==> src/rtl/aes_job_sequencer.sv <==
// Job sequencer for the AES serial coprocessor: one frame in, optional key
// expansion, encrypt/decrypt, output select, serial write-back, with per-stage watchdog.
module aes_job_sequencer #(
  parameter int unsigned TIMEOUT_CYCLES = 1024,
  parameter int unsigned CNT_W          = 16
) (
  input  logic             Clk,
  input  logic             Rst,
  input  logic             ReadRy,
  input  logic             ProgramSelector,
  input  logic             KeyNew,
  input  logic             KeyRy,
  input  logic             EncRy,
  input  logic             DecRy,
  input  logic             OutRy,
  input  logic             SerialWriteRy,
  input  logic             ClrErr,
  output logic             SerialReadEn,
  output logic             KeyEn,
  output logic             EncEn,
  output logic             DecEn,
  output logic             OutEn,
  output logic             SerialWriteEn,
  output logic             ModeLatched,
  output logic             KeyValid,
  output logic             Busy,
  output logic             Error,
  output logic [CNT_W-1:0] JobCount
);

  localparam int unsigned WD_W = 16;
  localparam logic [WD_W-1:0] WD_LAST = WD_W'(TIMEOUT_CYCLES - 1);

  typedef enum logic [2:0] {
    S_IDLE, S_READ, S_KEY, S_CRYPT, S_OUT, S_WRITE, S_ERR
  } state_e;

  state_e           state_q, state_d;
  logic [WD_W-1:0]  wd_q, wd_d;
  logic             mode_q, mode_d;
  logic             key_valid_q, key_valid_d;
  logic [CNT_W-1:0] job_cnt_q, job_cnt_d;
  logic             read_en_q, read_en_d;
  logic             key_en_q, key_en_d;
  logic             enc_en_q, enc_en_d;
  logic             dec_en_q, dec_en_d;
  logic             out_en_q, out_en_d;
  logic             write_en_q, write_en_d;
  logic             busy_q, busy_d;
  logic             error_q, error_d;
  logic             wd_expired;

  assign wd_expired = (wd_q == WD_LAST);

  // Next-state and next-output logic; a Ry arriving in the watchdog's last cycle wins.
  always_comb begin
    state_d     = state_q;
    mode_d      = mode_q;
    key_valid_d = key_valid_q;
    job_cnt_d   = job_cnt_q;

    case (state_q)
      S_IDLE: state_d = S_READ;
      S_READ: begin
        if (ReadRy) begin
          mode_d = ProgramSelector;
          if (KeyNew) key_valid_d = 1'b0;
          state_d = (KeyNew || !key_valid_q) ? S_KEY : S_CRYPT;
        end
      end
      S_KEY: begin
        if (KeyRy) begin
          key_valid_d = 1'b1;
          state_d     = S_CRYPT;
        end else if (wd_expired) begin
          key_valid_d = 1'b0;
          state_d     = S_ERR;
        end
      end
      S_CRYPT: begin
        if (mode_q ? DecRy : EncRy) begin
          state_d = S_OUT;
        end else if (wd_expired) begin
          key_valid_d = 1'b0;
          state_d     = S_ERR;
        end
      end
      S_OUT: begin
        if (OutRy) begin
          state_d = S_WRITE;
        end else if (wd_expired) begin
          key_valid_d = 1'b0;
          state_d     = S_ERR;
        end
      end
      S_WRITE: begin
        if (SerialWriteRy) begin
          job_cnt_d = job_cnt_q + CNT_W'(1);
          state_d   = S_READ;
        end else if (wd_expired) begin
          key_valid_d = 1'b0;
          state_d     = S_ERR;
        end
      end
      S_ERR: begin
        if (ClrErr) state_d = S_READ;
      end
      default: state_d = S_IDLE;
    endcase

    // Watchdog restarts on every state change.
    wd_d = (state_d != state_q) ? '0 : wd_q + WD_W'(1);

    read_en_d  = (state_d == S_READ);
    key_en_d   = (state_d == S_KEY);
    enc_en_d   = (state_d == S_CRYPT) && !mode_d;
    dec_en_d   = (state_d == S_CRYPT) && mode_d;
    out_en_d   = (state_d == S_OUT);
    write_en_d = (state_d == S_WRITE);
    busy_d     = key_en_d || (state_d == S_CRYPT) || out_en_d || write_en_d;
    error_d    = (state_d == S_ERR);
  end

  always_ff @(posedge Clk or negedge Rst) begin
    if (!Rst) begin
      state_q     <= S_IDLE;
      wd_q        <= '0;
      mode_q      <= 1'b0;
      key_valid_q <= 1'b0;
      job_cnt_q   <= '0;
      read_en_q   <= 1'b0;
      key_en_q    <= 1'b0;
      enc_en_q    <= 1'b0;
      dec_en_q    <= 1'b0;
      out_en_q    <= 1'b0;
      write_en_q  <= 1'b0;
      busy_q      <= 1'b0;
      error_q     <= 1'b0;
    end else begin
      state_q     <= state_d;
      wd_q        <= wd_d;
      mode_q      <= mode_d;
      key_valid_q <= key_valid_d;
      job_cnt_q   <= job_cnt_d;
      read_en_q   <= read_en_d;
      key_en_q    <= key_en_d;
      enc_en_q    <= enc_en_d;
      dec_en_q    <= dec_en_d;
      out_en_q    <= out_en_d;
      write_en_q  <= write_en_d;
      busy_q      <= busy_d;
      error_q     <= error_d;
    end
  end

  assign SerialReadEn  = read_en_q;
  assign KeyEn         = key_en_q;
  assign EncEn         = enc_en_q;
  assign DecEn         = dec_en_q;
  assign OutEn         = out_en_q;
  assign SerialWriteEn = write_en_q;
  assign ModeLatched   = mode_q;
  assign KeyValid      = key_valid_q;
  assign Busy          = busy_q;
  assign Error         = error_q;
  assign JobCount      = job_cnt_q;

endmodule
==> config.mk <==
export PLATFORM = sky130hd
export DESIGN_NAME = aes_job_sequencer
export DESIGN_NICKNAME = d
export VERILOG_FILES = /design/src/rtl/aes_job_sequencer.sv
export SDC_FILE = /design/constraint.sdc
export NUM_CORES = 1
export LEC_CHECK = 0
export CORE_UTILIZATION = 50
export CTS_CLUSTER_DIAMETER = 40
export DETAILED_ROUTE_END_ITERATION = 16
export PLACE_DENSITY_LB_ADDON = 0.08
export SYNTH_ARGS = -nofsm -noshare
export SYNTH_HDL_FRONTEND = slang
export SYNTH_SLANG_ARGS = --single-unit
==> constraint.sdc <==
create_clock -name Clk -period 5.8 [get_ports Clk]
set_input_delay 0.58 -clock Clk [delete_from_list [all_inputs] [get_ports Clk]]
set_output_delay 0.58 -clock Clk [all_outputs]
set_load 0.01 [all_outputs]
-- Word level (Yosys, flattened, before mapping)
Index checks and enable logic that the tools add are counted.
- flip-flop bits (word level): 45
- latch bits: 0
- memory bits (writable): 0
- memory bits (read-only): 0
- word-level logic and storage cells: 67
- memories: 0
- add/sub/neg operators: 2
- multiply operators: 0
- divide/modulo/power cells: 0
- $lt $le $gt $ge: 0
- equality and inequality tests: 19
- shift operators: 0
- multiplexer cells: 21
- bitwise operators: 0
- reduce and logical (&&, ||, !) cells: 12
- operators by type and width (kind ; number):
    16-bit by 1-bit adder with 16-bit output (second input constant) ; 2
    3-bit 2-to-1 mux ; 7
    3-bit one-hot mux with 7 select lines ; 1
    3-bit == test (second input constant) ; 6
    16-bit by 10-bit == test with 1-bit output (second input constant) ; 1
    16-bit 2-to-1 mux ; 1
    3-bit by 2-bit == test with 1-bit output (second input constant) ; 4
    1-bit 2-to-1 mux ; 11
    2-bit != test (second input constant) ; 5
    3-bit by 1-bit == test with 1-bit output (second input constant) ; 2
    6-bit AND reduction ; 1
    1-bit one-hot mux with 5 select lines ; 1
    5-bit nonzero test ; 1
    1-bit logical OR ; 4
    3-bit zero test ; 1
    3-bit != test ; 1
    1-bit logical AND ; 2
    1-bit zero test ; 2
    2-bit AND reduction ; 1

-- Longest topological paths before layout
Gate-level depths: netlist of run 1.
- depth in word-level cells: 9
- mapped depth: 7
- gate-level depth less buffers: 7

-- Least setup slack after synthesis of run 1
Ideal clock, no wire load.
- kind: register to register
- start: register wd_q[12]
- end: register dec_en_q (netlist: DecEn)
- library setup time: 120 ps
- arrival time: 2005 ps
- required time: 5680 ps
- setup slack: 3676 ps
- cell stages (with the launch flop): 7
- buffers on the path: 0
- period minus slack after synthesis: 2124 ps
- cell sequence: dfrtp_1 or4_4 or4_4 o211a_1 nor3_4 inv_2 and3_1
- cells in the longest elaborated chain, start to end: 6
- elaborated cells on any way between the ends: 9
- classes of those cells: 2 x eq/ne; 6 x mux; 1 x reduce/logical
- ends and longest elaborated chain (what ; line ; RTL):
    from (decl) ; 39 ; logic [WD_W-1:0] wd_q, wd_d;
    from (signal assigned) ; 141 ; wd_q <= wd_d;
    16-bit by 10-bit == test with 1-bit output (*) ; 53 ; assign wd_expired = (wd_q == WD_LAST);
    3-bit 2-to-1 mux (*) ; - ;
    3-bit 2-to-1 mux, on equally long branches ; - ;
    3-bit one-hot mux with 7 select lines (*) ; 62 ; case (state_q)
    named net state_d[0] ; 38 ; state_e state_q, state_d;
    3-bit by 2-bit == test with 1-bit output (*) ; 117 ; dec_en_d = (state_d == S_CRYPT) && mode_d;
    1-bit logical AND (*) ; 117 ;
    named net dec_en_d ; 46 ; logic dec_en_q, dec_en_d;
    to (signal assigned) ; 148 ; dec_en_q <= dec_en_d;
    to (decl) ; 46 ;
The timed path passes the listed nets; every way through them passes the cells marked *.
A chain may end at the register's enable or synchronous reset.

-- Final worst setup path of run 1
- start: input port SerialWriteRy
- end: register job_cnt_q[14] (netlist: JobCount[14])
- cells in the longest elaborated chain, start to end: 1
- ends and longest elaborated chain (what ; line ; RTL):
    from (decl) ; 16 ; input logic SerialWriteRy,
    2-bit AND reduction (no source line) ; - ;
    to (signal assigned) ; 144 ; job_cnt_q <= job_cnt_d;
    to (decl) ; 42 ; logic [CNT_W-1:0] job_cnt_q, job_cnt_d;
Every way passes these cells.

==> results of run 1 <==
==> sequential cells by signal (all words and copies together), names as in the netlist <==
signal         flops
Busy               1
DecEn              1
EncEn              1
Error              1
JobCount          16
KeyEn              1
KeyValid           1
ModeLatched        1
OutEn              1
SerialReadEn       1
SerialWriteEn      1
state_q            3
wd_q              16
==> layer usage <==
| layer | vias to the layer above | wire [um] |
|---|---|---|
| met3 | 9 | 232 |
| li1 | 848 | - |
| met4 | 0 | 69 |
| met5 | - | 0 |
| met2 | 55 | 1951 |
| met1 | 822 | 2085 |
==> final cells by class <==
class                      count  share of cell area
sequential                    45              0.4091
multi-input combinational    159              0.3777
timing repair buffer          36              0.1291
clock buffer                   6             0.03000
tap                           50             0.02273
inverter                      13             0.01773
clock inverter                 2             0.01364
==> power by group through the flow <==
stage                     sequential [mW]  clock, mW  combinational [mW]
after floorplan                     0.416          0               0.238
after global placement              0.441          0               0.339
after detailed placement            0.440          0               0.341
after CTS                           0.434      0.254               0.343
after global routing                0.444      0.264               0.377
final                               0.436      0.247               0.340
==> cell families after synthesis <==
group	Yosys count	share of synthesized area
mux	2	0.009492
flops	45	0.5025
xor+xnor	29	0.1133
fa+ha+maj	2	0.01117
buf+inv	19	0.03350
simple gates	100	0.2395
compound gates	26	0.09046
==> layout by cell type, fill, tap and decap left out, types with 4 or more instances in the layout <==
master / synthesis / final
a21oi_1: 6 / 6
and3_1: 9 / 9
clkbuf_8: 0 / 6
clkdlybuf4s50_1: 0 / 35
dfrtp_1: 45 / 45
inv_1: 12 / 12
nand2_1: 16 / 16
nand3_1: 10 / 10
nand4_1: 8 / 8
nor2_1: 26 / 26
nor2b_1: 5 / 5
nor3_1: 9 / 9
nor4_1: 4 / 4
xnor2_1: 17 / 17
xor2_1: 12 / 12
==> metrics by stage <==
| stage | setup slack (ns) | total power, mW | hold WS (ns) | instances |
|---|---|---|---|---|
| 2_1_floorplan | 3.676 | 0.6540 | 0.2844 | 223 |
| 3_3_place_gp | 3.061 | 0.7797 | 0.4581 | 303 |
| 3_5_place_dp | 2.954 | 0.7806 | 0.4591 | 303 |
| 4_1_cts | 3.268 | 1.031 | 0.4629 | 311 |
| 5_1_grt | 3.114 | 1.085 | 0.4837 | 311 |
| 6_report | 3.254 | 1.023 | 0.4148 | 311 |
==> worst max path at each step <==
| stage | startpoint | slack (ns) | cells after the start | to |
|---|---|---|---|---|
| after floorplan | wd_q[12] | 3.68 | 6 | DecEn |
| after CTS | SerialWriteRy | 3.27 | 6 | JobCount[14] |
| after global placement | SerialWriteRy | 3.06 | 6 | JobCount[14] |
| after detailed placement | SerialWriteRy | 2.95 | 6 | JobCount[14] |
| final | SerialWriteRy | 3.25 | 6 | JobCount[14] |
| after global routing | SerialWriteRy | 3.11 | 6 | JobCount[14] |
==> run metrics, run 1 <==
R2R depth 5; chip height between 60 and 70 um; Final Wtd Congestion 0.7980; synthesized area per cell approximately 10 sq um; Num CTS Buffers 5; antenna-violating nets left 0; vias per cell around 5.6; design area between 2000 and 3000 sq um; overall routing resource usage 0.2005; CP startpoint kind primary input; Hold-fix buffers, CTS 0; Sum Neg Setup Slack 0 ns; measured slew at the worst slew-check pin roughly 1 ns; Die W between 60 and 70 um; Comb pwr share 0.332; CTS root buf clkbuf_8; Die ar. about 4800 sq um; Slew HR 0.3516; Syn Inst Count 223; dominant cells by area after synthesis dfrtp_1 50%, xnor2_1 6.6%, xor2_1 4.7%, nor2_1 4.4%, nand2_1 2.7%; largest net degree at the start of global routing 46; detailed-route via count 1,734; Layout area overhead 22.84%; Worst Setup End Kind flip-flop; synth cell count leaders 45 x dfrtp_1, 26 x nor2_1, 17 x xnor2_1, 16 x nand2_1; Crit Path Class primary input to flip-flop; detailed-placement wirelength estimate between 3000 and 4000 um; wire per inst around 14 um; reg2reg end JobCount[14]; Reg2Reg Setup Slack between 3 and 4 ns; Pleak approximately 1.2 nW; fin util 0.6643; min-delay worst type primary input to async pin; power per cell area 371.7 nW/um^2; Post-synth top flop dfrtp_1; area fraction of the dominant cell type after synthesis 0.5025; Mapped Area roughly 2200 sq um; Final period util 0.4390; # DRC 0; initial antenna violation count 0; cell with the most instances after synthesis dfrtp_1; area occupied by registers 1126 sq um; number of synthesized flops with an enable pin 0; std cell rows 23; Synth warnings 0; CTS sink count 45; status finished clean; Max VDD drop ~0.26 mV; maximum clock skew at final layout ~0.0032 ns; maximum capacitance violations 0; Max FO, Critical Path 7; Clock Power Share 0.242; CP bufs+invs 1; critical path cell sequence clkdlybuf4s50_1, nand4b_2, nor4_1, nand4_1, nor4_1, xnor2_1; max-slew violations 0; Initial DRC Count ~70; CP top delay family simple AND/OR/NAND/NOR gates; number of global-route vias before repair 1,511; Antenna diodes 0; Initial Util 0.5408; NetSw roughly 0.36 mW; Async SR Flop Fraction 1.000; post-synth top area cell dfrtp_1; Largest stage delay, worst path between 0.5 and 0.6 ns; Final Hold Fails 0; met3 Use GR 0.06579; most used cell, CP nor4_1; Tmin final ~2.5 ns; slowest CP cell nor4_1; Top-Level Pins 37; Worst-Skew Late Latency roughly 0.30 ns; GR Overflow Total 0; share of cells above drive strength 1 0.06897; met2 Usage GRT 0.3034; Syn Nets roughly 240; RSZ-0062 raised after global routing no; # fillers 351; Detailed Routing Iterations Pass 1 4; CP arrival around 2.8 ns; post-cts gate resize count 0; synth unique cells 42; Seq/Total Area, Yosys 0.5025; worst reg2reg path startpoint state_q[0]; final setup vio count 0; Clock Path Buffers 2; core area around 4100 sq um; clock slew at reported path FFs roughly 0.080 ns; area of the multi-input gates roughly 1000 sq um; GRT busiest layer met2; first-pass GRT wire length ~6800 um; dpl cell area 2633 sq um; cell internal pwr roughly 0.67 mW; sequential share of power 0.426; fmax around 390 MHz; met1 usage 0.2614; Final nets about 270; PortBufs 36; CTS tree built; Routed WL ~4300 um; switch share 0.3500; WP data required roughly 6.0 ns; post-CTS setup buffers 0; #FFs+latches synth between 40 and 50; H-Tree Level Count 2
(Power assumes the default switching activity.)
==> inputs of run 2 (changes only) <==
==> constraint.sdc (replaced) <==
create_clock -name Clk -period 2.4 [get_ports Clk]
set_input_delay 0.24 -clock Clk [delete_from_list [all_inputs] [get_ports Clk]]
set_output_delay 0.24 -clock Clk [all_outputs]
set_load 0.01 [all_outputs]
==> run metrics, run 2 (synthesized netlist as in run 1, its figures left out) <==
vias per cell 5.581 (was 5.576); dpl cell area 2708 sq um (was 2633 sq um); wire per inst 14.09 um (was 13.95 um); Die ar. 4753 sq um (unchanged); Routed WL 4537 um (was 4339 um); power per cell area 904.6 nW/um^2 (was 371.7 nW/um^2); chip height 68.95 um (unchanged); Pleak 1.279 nW (was 1.226 nW); slowest CP cell or4_4 (was nor4_1); Comb pwr share 0.376 (was 0.332); Sum Neg Setup Slack 0 ns (unchanged); Final nets 284 (was 273); worst reg2reg path startpoint wd_q[12] (was state_q[0]); max-slew violations 0 (unchanged); Final period util 0.9269; Slew HR 0.6895 (was 0.3516); post-cts gate resize count 0 (unchanged); design area 2834 sq um (was 2753 sq um); Top-Level Pins 37 (unchanged); critical path cell sequence or4_4, or4_4, o211a_1, nor3_4, inv_2, and3_1 (was clkdlybuf4s50_1, nand4b_2, nor4_1, nand4_1, nor4_1, xnor2_1); Crit Path Class flip-flop to flip-flop (was primary input to flip-flop); Hold WS 0.4070 ns (was 0.4148 ns); clock slew at reported path FFs 0.08 ns (about the same); Layout area overhead 26.47% (was 22.84%); GR Overflow Total 0 (unchanged); switch share 0.3421 (was 0.3500); H-Tree Level Count 2 (unchanged); maximum capacitance violations 0 (unchanged); CTS sink count 45 (unchanged); measured slew at the worst slew-check pin 0.4615 ns (was 0.9726 ns); Die W 68.95 um (unchanged); PortBufs 36 (unchanged); sequential share of power 0.396 (was 0.426); pre-CTS WS 0.09511 ns (was 2.954 ns); Final Wtd Congestion 0.8468 (was 0.7980); CP arrival 2.41 ns (was 2.77 ns); core area 4144 sq um (unchanged); Detailed Routing Iterations Pass 1 4 (unchanged); std cell rows 23 (unchanged); fin util 0.6839 (was 0.6643); Total Power 2.564 mW (was 1.023 mW); cell internal pwr 1.687 mW (was 0.6652 mW); Max FO, Critical Path 4 (was 7); status finished clean (unchanged); WP data required 2.58 ns (was 6.03 ns); first-pass GRT wire length 7728 um (was 6817 um); Clock Power Share 0.228 (was 0.242); most frequent cells in the layout 45 x dfrtp_1, 35 x clkdlybuf4s50_1, 26 x nor2_1 (unchanged); detailed-placement wirelength estimate 3314 um (was 3033 um); Worst-Skew Late Latency 0.29 ns (was 0.30 ns); overall routing resource usage 0.2262 (was 0.2005); Tmin final roughly 2.2 ns; fmax between 400 and 500 MHz; Reg2Reg Setup Slack 0.18 ns (was 3.32 ns); final setup vio count 0 (unchanged); Antenna diodes 0 (unchanged); PnR worst setup slack 0.1754 ns (was 3.254 ns); number of global-route vias before repair 1,715 (was 1,511); Initial Util 0.5408 (unchanged); maximum clock skew at final layout 0.006819 ns (was 0.003247 ns); CP startpoint kind flip-flop (was primary input); antenna-violating nets left 0 (unchanged); CTS tree built (unchanged); NetSw 0.8771 mW (was 0.3581 mW); Clock Path Buffers 2 (unchanged); Num CTS Buffers 5 (unchanged); dpl cells 313 (was 303); reg2reg end DecEn (was JobCount[14]); largest net degree at the start of global routing 28 (was 46); most common cell after layout, fill and taps aside dfrtp_1 (unchanged); RSZ-0062 raised after global routing no (unchanged); Max VDD drop 0.5542 mV (was 0.2588 mV); final non-filler cell total 322 (was 311); Final Hold Fails 0 (unchanged); Largest stage delay, worst path 0.54 ns (was 0.57 ns); R2R depth 6 (was 5); min-delay worst type primary input to async pin (unchanged); detailed-route via count 1,797 (was 1,734); initial antenna violation count 0 (unchanged); Worst Setup End Kind flip-flop (unchanged); most used cell, CP or4_4 (was nor4_1); share of cells above drive strength 1 0.09926 (was 0.06897); # DRC 0 (unchanged); Initial DRC Count 144 (was 71); CTS root buf clkbuf_8 (unchanged)
==> run 2: timing repair <==
item,CTS,global route
endpoints found under the setup margin,0,0
endpoints found under the hold margin,18,0
hold buffers,1,0
buffers inserted,0,0
==> run 2: cell type report <==
type                       count  area [sq um]
sequential                    45          1126
tap                           50         62.56
clock buffer                   7         86.33
fill                         327          1310
inverter                      13         48.80
clock inverter                 1         30.03
timing repair buffer          47         440.4
multi-input combinational    159          1040
==> run 2: worst max path at each step <==
stage	from	to
after floorplan	wd_q[12]	DecEn
after global placement	wd_q[12]	SerialWriteEn
after detailed placement	SerialWriteRy	JobCount[14]
after CTS	wd_q[12]	DecEn
after global routing	wd_q[0]	SerialWriteEn
final	wd_q[12]	DecEn
==> run 2: layer usage <==
layer | part of all wire | global-route usage | up-vias
li1 | - | - | 869
met1 | 0.48 | 0.3004 | 870
met2 | 0.47 | 0.3434 | 51
met3 | 0.042 | 0.05921 | 7
met4 | 0.014 | 0.1046 | 0
met5 | 0 | 0 | -
==> run 2: critical path: cells and delay by family, from the launching register on <==
family                 cells  cell delay, ns
flip-flops                 1            0.41
AND/OR/NAND/NOR            4            1.46
buffers and inverters      1            0.08
AO/OA/AOI/OAI              1            0.16
==> run 2: power by group through the flow <==
| stage | registers (mW) | clock network (mW) | logic [mW] |
|---|---|---|---|
| after floorplan | 1.01 | 0 | 0.575 |
| after global placement | 1.03 | 0 | 0.949 |
| after detailed placement | 1.03 | 0 | 0.961 |
| after CTS | 1.01 | 0.598 | 0.971 |
| after global routing | 1.03 | 0.633 | 1.08 |
| final | 1.02 | 0.584 | 0.963 |
